File: src/rtl/c2_serial_decoder_if.sv
// Handshake bundle for the serial two's-complement to sign/magnitude decoder.
interface c2_serial_decoder_if #(
   parameter int WIDTH = 6
);
   logic             in_valid;
   logic             in_ready;
   logic [WIDTH-1:0] in_data;
   logic             out_valid;
   logic             out_ready;
   logic             out_sign;
   logic [WIDTH-1:0] out_mag;
   logic             out_zero;
   logic             busy;

   modport slave (
      input  in_valid, in_data, out_ready,
      output in_ready, out_valid, out_sign, out_mag, out_zero, busy
   );

   modport master (
      output in_valid, in_data, out_ready,
      input  in_ready, out_valid, out_sign, out_mag, out_zero, busy
   );
endinterface

File: src/rtl/c2_serial_decoder.sv
// Bit-serial two's-complement to sign/magnitude converter, LSB first,
// using copy-up-to-first-1-then-invert; one bit per clock.
module c2_serial_decoder #(
   parameter int WIDTH = 6,
   parameter int CW    = 5
) (
   input logic            clk,
   input logic            reset,
   c2_serial_decoder_if.slave bus
);
   typedef enum logic [1:0] {IDLE, SHIFT, DONE} state_t;

   state_t           state;
   logic [WIDTH-1:0] sh, res, mag_q;
   logic [CW-1:0]    cnt;
   logic             sgn, seen, vld_q, sign_q, zero_q, busy_q;
   logic             b, r;
   logic [WIDTH-1:0] res_nxt;

   // Negative words pass bits unchanged up to and including the first 1,
   // then invert every bit after it.
   always_comb begin
      b       = sh[0];
      r       = b ^ (sgn & seen);
      res_nxt = {r, res[WIDTH-1:1]};
   end

   always_ff @(posedge clk or posedge reset) begin
      if (reset) begin
         state  <= IDLE;
         sh     <= '0;
         res    <= '0;
         mag_q  <= '0;
         cnt    <= '0;
         sgn    <= 1'b0;
         seen   <= 1'b0;
         vld_q  <= 1'b0;
         sign_q <= 1'b0;
         zero_q <= 1'b0;
         busy_q <= 1'b0;
      end else begin
         case (state)
            IDLE: if (bus.in_valid) begin
               sh     <= bus.in_data;
               sgn    <= bus.in_data[WIDTH-1];
               cnt    <= '0;
               seen   <= 1'b0;
               res    <= '0;
               busy_q <= 1'b1;
               state  <= SHIFT;
            end
            SHIFT: begin
               res  <= res_nxt;
               seen <= seen | b;
               sh   <= sh >> 1;
               cnt  <= cnt + 1'b1;
               // Results are captured from res_nxt so they are valid on DONE entry.
               if (cnt == CW'(WIDTH-1)) begin
                  state  <= DONE;
                  busy_q <= 1'b0;
                  vld_q  <= 1'b1;
                  mag_q  <= res_nxt;
                  sign_q <= sgn;
                  zero_q <= (res_nxt == '0);
               end
            end
            DONE: if (bus.out_ready) begin
               vld_q <= 1'b0;
               state <= IDLE;
            end
            default: state <= IDLE;
         endcase
      end
   end

   assign bus.in_ready  = (state == IDLE);
   assign bus.out_valid = vld_q;
   assign bus.out_sign  = sign_q;
   assign bus.out_mag   = mag_q;
   assign bus.out_zero  = zero_q;
   assign bus.busy      = busy_q;
endmodule

File: src/flat_wrapper.sv
// flat-port wrapper written by rule: the top's interface ports become plain ports
module c2_serial_decoder_flat 
#(
   parameter int WIDTH = 6,
   parameter int CW    = 5
)
  (clk, reset, bus_in_valid, bus_in_data, bus_out_ready, bus_in_ready, bus_out_valid, bus_out_sign, bus_out_mag, bus_out_zero, bus_busy);
  c2_serial_decoder_if #(.WIDTH(WIDTH)) bus_i ();
  input logic clk;
  input logic reset;
  input wire logic [$bits(bus_i.in_valid)-1:0] bus_in_valid;
  input wire logic [$bits(bus_i.in_data)-1:0] bus_in_data;
  input wire logic [$bits(bus_i.out_ready)-1:0] bus_out_ready;
  output wire logic [$bits(bus_i.in_ready)-1:0] bus_in_ready;
  output wire logic [$bits(bus_i.out_valid)-1:0] bus_out_valid;
  output wire logic [$bits(bus_i.out_sign)-1:0] bus_out_sign;
  output wire logic [$bits(bus_i.out_mag)-1:0] bus_out_mag;
  output wire logic [$bits(bus_i.out_zero)-1:0] bus_out_zero;
  output wire logic [$bits(bus_i.busy)-1:0] bus_busy;
  assign bus_i.in_valid = bus_in_valid;
  assign bus_i.in_data = bus_in_data;
  assign bus_i.out_ready = bus_out_ready;
  assign bus_in_ready = bus_i.in_ready;
  assign bus_out_valid = bus_i.out_valid;
  assign bus_out_sign = bus_i.out_sign;
  assign bus_out_mag = bus_i.out_mag;
  assign bus_out_zero = bus_i.out_zero;
  assign bus_busy = bus_i.busy;
  c2_serial_decoder #(.WIDTH(WIDTH), .CW(CW)) u_core (.clk(clk), .reset(reset), .bus(bus_i));
endmodule
File: config.mk
export PLATFORM = sky130hd
export DESIGN_NAME = c2_serial_decoder_flat
export DESIGN_NICKNAME = d
export VERILOG_FILES = /design/src/rtl/c2_serial_decoder_if.sv /design/src/rtl/c2_serial_decoder.sv /design/src/flat_wrapper.sv
export SDC_FILE = /design/constraint.sdc
export NUM_CORES = 1
export LEC_CHECK = 0
export BUFFER_PORTS_ARGS = -buffer_cell sky130_fd_sc_hd__buf_4
export CAP_MARGIN = 20
export CORE_MARGIN = 4
export CORE_UTILIZATION = 55
export DETAILED_ROUTE_END_ITERATION = 7
export PLACE_DENSITY = 0.78
export SYNTH_ARGS = -nofsm -noshare
export SYNTH_HDL_FRONTEND = slang
export SYNTH_SLANG_ARGS = --single-unit
File: constraint.sdc
create_clock -name clk -period 3.7 [get_ports clk]
set_clock_uncertainty 0.15 [all_clocks]
set_input_delay 1.11 -clock clk [delete_from_list [all_inputs] [get_ports clk]]
set_output_delay 1.11 -clock clk [all_outputs]
set_load 0.01 [all_outputs]
# After elaboration in Yosys (flattened, before gate mapping)
# Cells that the tools add are included.
totals:
  wordCells: 49
  regBits: 31
op_classes:
  muxes: 18
  add_sub_neg: 1
  bitwise_logic: 3
  reduce_logical: 10
  n_eq_ne: 6
ops:
  columns: ["op", "count"]
  rows:
  - ["$pmux 6 s2", 2]
  - ["$mux 6", 2]
  - ["$pmux 5 s2", 1]
  - ["$reduce_and 3->1", 3]
  - ["$logic_not 6->1", 1]
  - ["$mux 2", 3]
  - ["$pmux 1 s2", 3]
  - ["$pmux 2 s3", 1]
  - ["$reduce_and 2->1", 3]
  - ["$add 5x1->5 const B", 1]
  - ["$eq 5x3->1 const B", 1]
  - ["$mux 1", 5]
  - ["$mux 5", 1]
  - ["$ne 2x2->1 const B", 2]
  - ["$reduce_bool 2->1", 2]
  - ["$eq 2x1->1 const B", 1]
  - ["$eq 2x2->1 const B", 1]
  - ["$logic_not 2->1", 1]
  - ["$ne 2x1->1 const B", 1]
  - ["$and 1x1->1", 1]
  - ["$or 1x1->1", 1]
  - ["$xor 1x1->1", 1]

# Depth between registers and ports, before layout
# Gate-level depths: netlist (run 1).
depth:
  word_depth: 3
  mapped_depth: 5

# Least setup slack after synthesis (run 1)
# No wires, ideal clock.
synth_path:
  path_kind: "register to output"
  from: "reg u_core.state[0]"
  to: "out bus_in_ready"
  slack_ps: 1738
  t_arrival_ps: 702
  path_buffers: 1
  stages_incl_launch_ff: 3
  required_time_ps: 2440
  cell_sequence: "dfrtp_1 > buf_2 > nor2_1"
synth_between:
  elab_chain_cells: 1
synth_lines:
  columns: ["item", "line_no", "text"]
  rows:
  - ["start, declared", "c2_serial_decoder.sv:13", "state_t state;"]
  - ["start signal, assigned", "c2_serial_decoder.sv:30", "state <= IDLE;"]
  - ["start signal, assigned", "c2_serial_decoder.sv:50", "state <= SHIFT;"]
  - ["start signal, assigned", "c2_serial_decoder.sv:59", "state <= DONE;"]
  - ["$logic_not 2->1", "c2_serial_decoder.sv:76", "assign bus.in_ready = (state == IDLE);"]
  - ["end, declared", "flat_wrapper.sv:14", "output wire logic [$bits(bus_i.in_ready)-1:0] bus_in_ready;"]
# Every way passes these cells.

# Worst setup path in the final report (run 1)
# Same ends and word-level chain as after synthesis.

==> out/results.tsv, run 1 <==
stage	metric	value	unit
outcome	status	complete, no violations	
pwr	p_leak	0.7344	nW
synth	synth-edff-count	0	
clock_tree	clk_pin_slew	0.09	ns
die	initial_utilization	0.5910	
cells_and_area	n_antenna_cell	0	
sta	maxSlewHeadroom	0.4643	
global_routing	grt-ovfl-total	0	
sta	finalSetupTns	0	ns
place	post-place-ws	1.649	ns
sta	worst_slew_pin_slew	0.8020	ns
global_routing	grt_pass1_wl	4.326	mm
cells_and_area	area_growth_syn_to_layout	16.62	%
cells_and_area	drive_above_1_share	0.2837	
route	ant_nets	0	
cells_and_area	fin_cells	169	
place	gp_congestion	0.7625	
sta	fin_crit_sh	0.6342	
synth	ys.flop_type	dfrtp_1	
place	io_buffers	20	
route	vias	952	
worst_setup_path	end_kind	output port	
synth	netlist_top_cells_area	dfrtp_1 (56%), mux2_2 (6.8%), o21ai_0 (4.9%), mux2i_1 (3.8%), nand2_1 (3.7%)	
clock_tree	h-tree-depth	2	
synth	yosysSeqAreaShare	0.5634	
pwr	cellPowerDensity	810.0	nW/µm²
synth	synth_seq_cells	30	
worst_setup_path	crit_type	flop to output port	
worst_setup_path	path_max_fanout	12	
worst_setup_path	startpoint_type	flop	
die	die_x	57.22	µm
route	first_pass_iters	4	
worst_setup_path	required	2.44	ns
clock_tree	ctsResizeCount	0	
route	drtIter0Drc	10	
die	dieArea	3274	µm²
clock_tree	cts_made_buffers	5	
route	routedWlPerCell	14.29	µm
run	cap_violations	0	
min_path	hp-class	flop to flop	
sta	hold_viol	0	
synth	synth.largest_area_cell	dfrtp_1	
cells_and_area	layout.nets	152	
global_routing	grt_pass1_vias	981	
pwr	ir_worst_vdd	442.9	µV
die	io_pins	21	
place	dp_hpwl	1.781	mm
cells_and_area	fill_cells	177	
global_routing	grt_max_degree	31	
synth	yosysWarnings	0	
synth	yosysTopAreaCellShare	0.5634	
clock_tree	clkLatencyLatePin	0.31	ns
worst_setup_path	critPathArrivalTime	1.09	ns
route	drc	0	
synth	ys_types	27	
synth	async_flop_share	1.000	
sta	period_minus_slack	2.347	ns
clock_tree	root_buffer	clkbuf_4	
sta	setup_viol	0	
synth	synth_common_cells	dfrtp_1 (30), nand2_1 (13), o21ai_0 (13)	
synth	synth_nets	129	
synth	syn_area	1333	µm²
route	drt-total-wl	2.415	mm
synth	avgSynthCellArea	11.39	µm²
sta	fin_ws	1.353	ns
route	viasPerCell	5.633	
sta	grt_setup_unrepaired	false	
global_routing	antenna_found_initial	0	
synth	yosysMostFrequentCell	dfrtp_1	
clock_tree	clkSinkCount	30	
clock_tree	cts_setup_buffers	0	
die	rows	17	
die	core	2255	µm²
clock_tree	hold_buffers	0	
place	dp_cells	161	
synth	netlist_instances	117	
clock_tree	cts_tree	yes	
sta	drv_slew	0	
clock_tree	clock_path_buffers	2	
die	die_h	57.22	µm
sta	fmax	426.2	MHz
global_routing	grt_use_total	0.1729	
## metrics by stage
stage,total power (W),utilization,area [µm²],hold WS [ns]
floorplan,0.0009134,-,1333,0.2992
global placement,0.001046,0.6626,1494,0.3121
detailed placement,0.001077,0.6626,1494,0.3238
CTS,0.001272,0.6892,1554,0.3443
global route,0.001361,0.6892,1554,0.3745
finish,0.001259,0.6892,1554,0.3430
## cells by family (layout without fill, tap and decap cells)
family          count (synthesis)  in the layout  synth area share
compound gates                 30             30            0.1399
flops                          30             30            0.5634
xor+xnor                        2              2           0.01315
simple gates                   30             30            0.1193
mux                            13             13            0.1052
buf+inv                        10             34           0.04037
fa+ha+maj                       2              2           0.01878
## flip-flops by register name, indices dropped and copies added (netlist names)
name                  flops
u_core.sgn                1
u_core.cnt                5
u_core.bus.out_mag        6
u_core.bus.out_sign       1
u_core.sh                 6
u_core.res                5
u_core.state              2
u_core.bus.out_valid      1
u_core.seen               1
u_core.bus.busy           1
u_core.bus.out_zero       1
## final cells by class
| type | instances | area (µm²) | share of cell area |
|---|---|---|---|
| Sequential cell | 30 | 750.7 | 0.4831 |
| Multi-Input combinational cell | 77 | 528.0 | 0.3398 |
| Timing Repair Buffer | 22 | 165.2 | 0.1063 |
| Clock buffer | 7 | 55.05 | 0.03543 |
| Tap cell | 28 | 35.03 | 0.02254 |
| Inverter | 4 | 15.01 | 0.009662 |
| Clock inverter | 1 | 5.005 | 0.003221 |
## placed cells by master (no fill, tap or decap), types with 2 or more instances in the layout
| cell type | n |
|---|---|
| nor2_1 | 5 |
| a22o_1 | 5 |
| nand3_1 | 2 |
| mux2_2 | 8 |
| o21ai_0 | 13 |
| nand2b_1 | 2 |
| nand2_1 | 13 |
| a21oi_1 | 8 |
| mux2i_1 | 5 |
| buf_4 | 22 |
| ha_1 | 2 |
| dfrtp_1 | 30 |
| inv_1 | 4 |
| nor2b_1 | 3 |
| clkbuf_4 | 5 |
## critical path, cell delays in order, from the launching register on
cell and delay [ns]:
dfrtp_1 0.54, nor2_1 0.09, buf_4 0.15
## metal layers
layer | GRT usage | part of all wire | vias to the layer above
met5 | 0 | 0 | -
met4 | 0.08609 | 0.011 | 0
met3 | 0.04751 | 0.040 | 4
li1 | - | - | 456
met2 | 0.2659 | 0.49 | 20
met1 | 0.2250 | 0.46 | 472
## report_power, final
group / switching (W) / internal, W / total (W) / leakage (nW)
Clock: 0.000102 / 0.0000920 / 0.000194 / 0.0353
Sequential: 0.000120 / 0.000467 / 0.000588 / 0.380
Combinational: 0.000231 / 0.000246 / 0.000477 / 0.320
Total: 0.000453 / 0.000806 / 0.00126 / 0.734
## path summary, 6_finish.rpt
check                                      from                     to  slack (ns)  cells after the start
worst max-delay path            u_core.state[0]           bus_in_ready        1.35                      2
worst min-delay path               u_core.sh[2]           u_core.sh[2]        0.34                      2
worst max register to register  u_core.state[0]    u_core.bus.out_zero        1.64                      3
worst min register to register     u_core.sh[2]           u_core.sh[2]        0.34                      2
max in group asynchronous                 reset  u_core.bus.out_mag[2]        2.41                      3
min in group asynchronous                 reset          u_core.cnt[4]        0.71                      3
(Power assumes the default switching activity.)
==> run 2, diff against run 1 <==
--- a/config.mk
+++ b/config.mk
@@ -8,9 +8,9 @@
 export BUFFER_PORTS_ARGS = -buffer_cell sky130_fd_sc_hd__buf_4
 export CAP_MARGIN = 20
 export CORE_MARGIN = 4
-export CORE_UTILIZATION = 55
+export CORE_UTILIZATION = 49
 export DETAILED_ROUTE_END_ITERATION = 7
-export PLACE_DENSITY = 0.78
+export PLACE_DENSITY = 0.73
 export SYNTH_ARGS = -nofsm -noshare
 export SYNTH_HDL_FRONTEND = slang
 export SYNTH_SLANG_ARGS = --single-unit
==> constraint.sdc (replaced) <==
create_clock -name clk -period 2.05 [get_ports clk]
set_clock_uncertainty 0.15 [all_clocks]
set_input_delay 0.615 -clock clk [delete_from_list [all_inputs] [get_ports clk]]
set_output_delay 0.615 -clock clk [all_outputs]
set_load 0.01 [all_outputs]
==> run 2 against run 1 <==
Non-clock buffer count increased by 1. Cell count increased by 1.8%. Sequential power increased by 79%. Sequential cell count unchanged. Largest power group unchanged. Critical endpoint unchanged.
==> out/results.tsv, run 2 (synthesized netlist as in run 1, its figures left out) <==
stage	metric	value	unit	change
cells_and_area	mostFrequentLayoutCells	dfrtp_1 (30), buf_4 (23), nand2_1 (13), o21ai_0 (13)		was dfrtp_1 (30), buf_4 (22), nand2_1 (13), o21ai_0 (13)
sta	fmax	537.2	MHz	
pwr	p_leak	0.7485	nW	was 0.7344 nW
cells_and_area	drive_above_1_share	0.2958		was 0.2837
sta	finalSetupTns	0	ns	unchanged
die	die_x	60.15	µm	was 57.22 µm
worst_setup_path	crit_path_end	bus_in_ready		unchanged
global_routing	grt_use_total	0.1564		was 0.1729
min_path	hp-class	primary input to async pin		was flop to flop
worst_setup_path	r2r_end	u_core.bus.out_mag[2]		was u_core.bus.out_zero
cells_and_area	fin_util	0.6214		was 0.6892
run	cap_violations	0		unchanged
clock_tree	clkLatencyLatePin	0.33	ns	was 0.31 ns
route	first_pass_iters	4		unchanged
cells_and_area	final_area	1582	µm²	was 1554 µm²
die	initial_utilization	0.5236		was 0.5910
cells_and_area	area_growth_syn_to_layout	18.69	%	was 16.62%
die	dieArea	3618	µm²	was 3274 µm²
route	routedWlPerCell	13.63	µm	was 14.29 µm
clock_tree	clock_path_buffers	2		unchanged
worst_setup_path	cp-startpoint	u_core.state[0]		unchanged
cells_and_area	n_antenna_cell	0		unchanged
global_routing	grt_max_degree	31		unchanged
route	drc	0		unchanged
place	gp_congestion	0.8324		was 0.7625
sta	drv_slew	0		unchanged
clock_tree	cts_setup_buffers	0		unchanged
place	dp_hpwl	1.680	mm	was 1.781 mm
global_routing	grt_pass1_vias	889		was 981
sta	period_minus_slack	1.862	ns	
die	rows	18		was 17
global_routing	antenna_found_initial	0		unchanged
outcome	status	complete, no violations		unchanged
worst_setup_path	r2r_slack	0.38	ns	was 1.64 ns
route	ant_nets	0		unchanged
place	io_buffers	20		unchanged
worst_setup_path	reg2reg_from	u_core.cnt[0]		was u_core.state[0]
clock_tree	h-tree-depth	2		unchanged
pwr	total_power	0.002365	W	was 0.001259 W
clock_tree	root_buffer	clkbuf_4		unchanged
worst_setup_path	slowest_delay	0.53	ns	was 0.54 ns
clock_tree	cts_tree	yes		unchanged
worst_setup_path	critPathArrivalTime	1.10	ns	was 1.09 ns
global_routing	grt_pass1_wl	3.926	mm	was 4.326 mm
die	core	2545	µm²	was 2255 µm²
worst_setup_path	end_kind	output port		unchanged
global_routing	grt-ovfl-total	0		unchanged
worst_setup_path	path_cells	nor2_1 -> buf_4		unchanged
clock_tree	ctsResizeCount	0		unchanged
sta	whs	0.2054	ns	was 0.3430 ns
pwr	cellPowerDensity	1495	nW/µm²	was 810.0 nW/µm²
place	place_area	1504	µm²	was 1494 µm²
sta	hold_viol	0		unchanged
route	vias	919		was 952
worst_setup_path	crit_type	flop to output port		unchanged
worst_setup_path	path_max_fanout	12		unchanged
sta	maxSlewHeadroom	0.7546		was 0.4643
clock_tree	hold_buffers	0		unchanged
worst_setup_path	startpoint_type	flop		unchanged
clock_tree	clk_pin_slew	0.10	ns	was 0.09 ns
clock_tree	clkSinkCount	30		unchanged
route	viasPerCell	5.343		was 5.633
die	io_pins	21		unchanged
worst_setup_path	critPathSlowestCell	dfrtp_1		unchanged
pwr	ir_worst_vdd	831.7	µV	was 442.9 µV
worst_setup_path	required	1.28	ns	was 2.44 ns
route	drt-total-wl	2.344	mm	was 2.415 mm
clock_tree	cts_made_buffers	5		unchanged
cells_and_area	layout.nets	153		was 152
sta	worst_slew_pin_slew	0.3655	ns	was 0.8020 ns
cells_and_area	layout_commonest_cell	dfrtp_1		unchanged
worst_setup_path	r2r_cells	4		was 3
sta	fin_crit_sh	0.9081		
cells_and_area	fill_cells	217		was 177
die	die_h	60.15	µm	was 57.22 µm
sta	setup_viol	0		unchanged
sta	grt_setup_unrepaired	false		unchanged
route	drtIter0Drc	13		was 10
[run 2: per-layer routing]
layer	part of all wire	GRT usage	up-vias
li1	-	-	454
met4	0.022	0.1044	0
met5	0	0	-
met3	0.052	0.04536	5
met2	0.45	0.2515	19
met1	0.47	0.1783	441
[run 2: worst min path at each step]
| stage | endpoint | slack, ns | depth (start not counted) |
|---|---|---|---|
| floorplan | u_core.sh[1] | 0.30 | 2 |
| global placement | u_core.sh[3] | 0.32 | 2 |
| detailed placement | u_core.sh[1] | 0.33 | 2 |
| CTS | u_core.bus.out_zero | 0.20 | 3 |
| global route | u_core.bus.out_mag[1] | 0.23 | 3 |
| finish | u_core.bus.out_zero | 0.21 | 3 |
[run 2: cell type report]
type	instances	area [µm²]	share of cell area
sequential	30	750.7	0.4747
multi-input combinational	77	528.0	0.3339
timing repair buffer	23	172.7	0.1092
clock inverter	3	40.04	0.02532
clock buffer	5	37.54	0.02373
tap	30	37.54	0.02373
inverter	4	15.01	0.009494
[run 2: worst max-delay path, delay by kind of cell (launching register included)]
family | cells | cell delay [ns]
DFF | 1 | 0.53
buffers and inverters | 1 | 0.15
and+or+nand+nor | 1 | 0.09
[run 2: through the flow]
stage	setup slack (ns)	instances
floorplan	0.4780	117
global placement	0.4191	164
detailed placement	0.3775	164
CTS	0.1682	172
finish	0.1884	172
global route	0.1124	172
[run 2: power breakdown]
| group | internal, W | switching (W) |
|---|---|---|
| Combinational | 0.000452 | 0.000407 |
| Clock | 0.000252 | 0.000199 |
| Sequential | 0.000843 | 0.000211 |
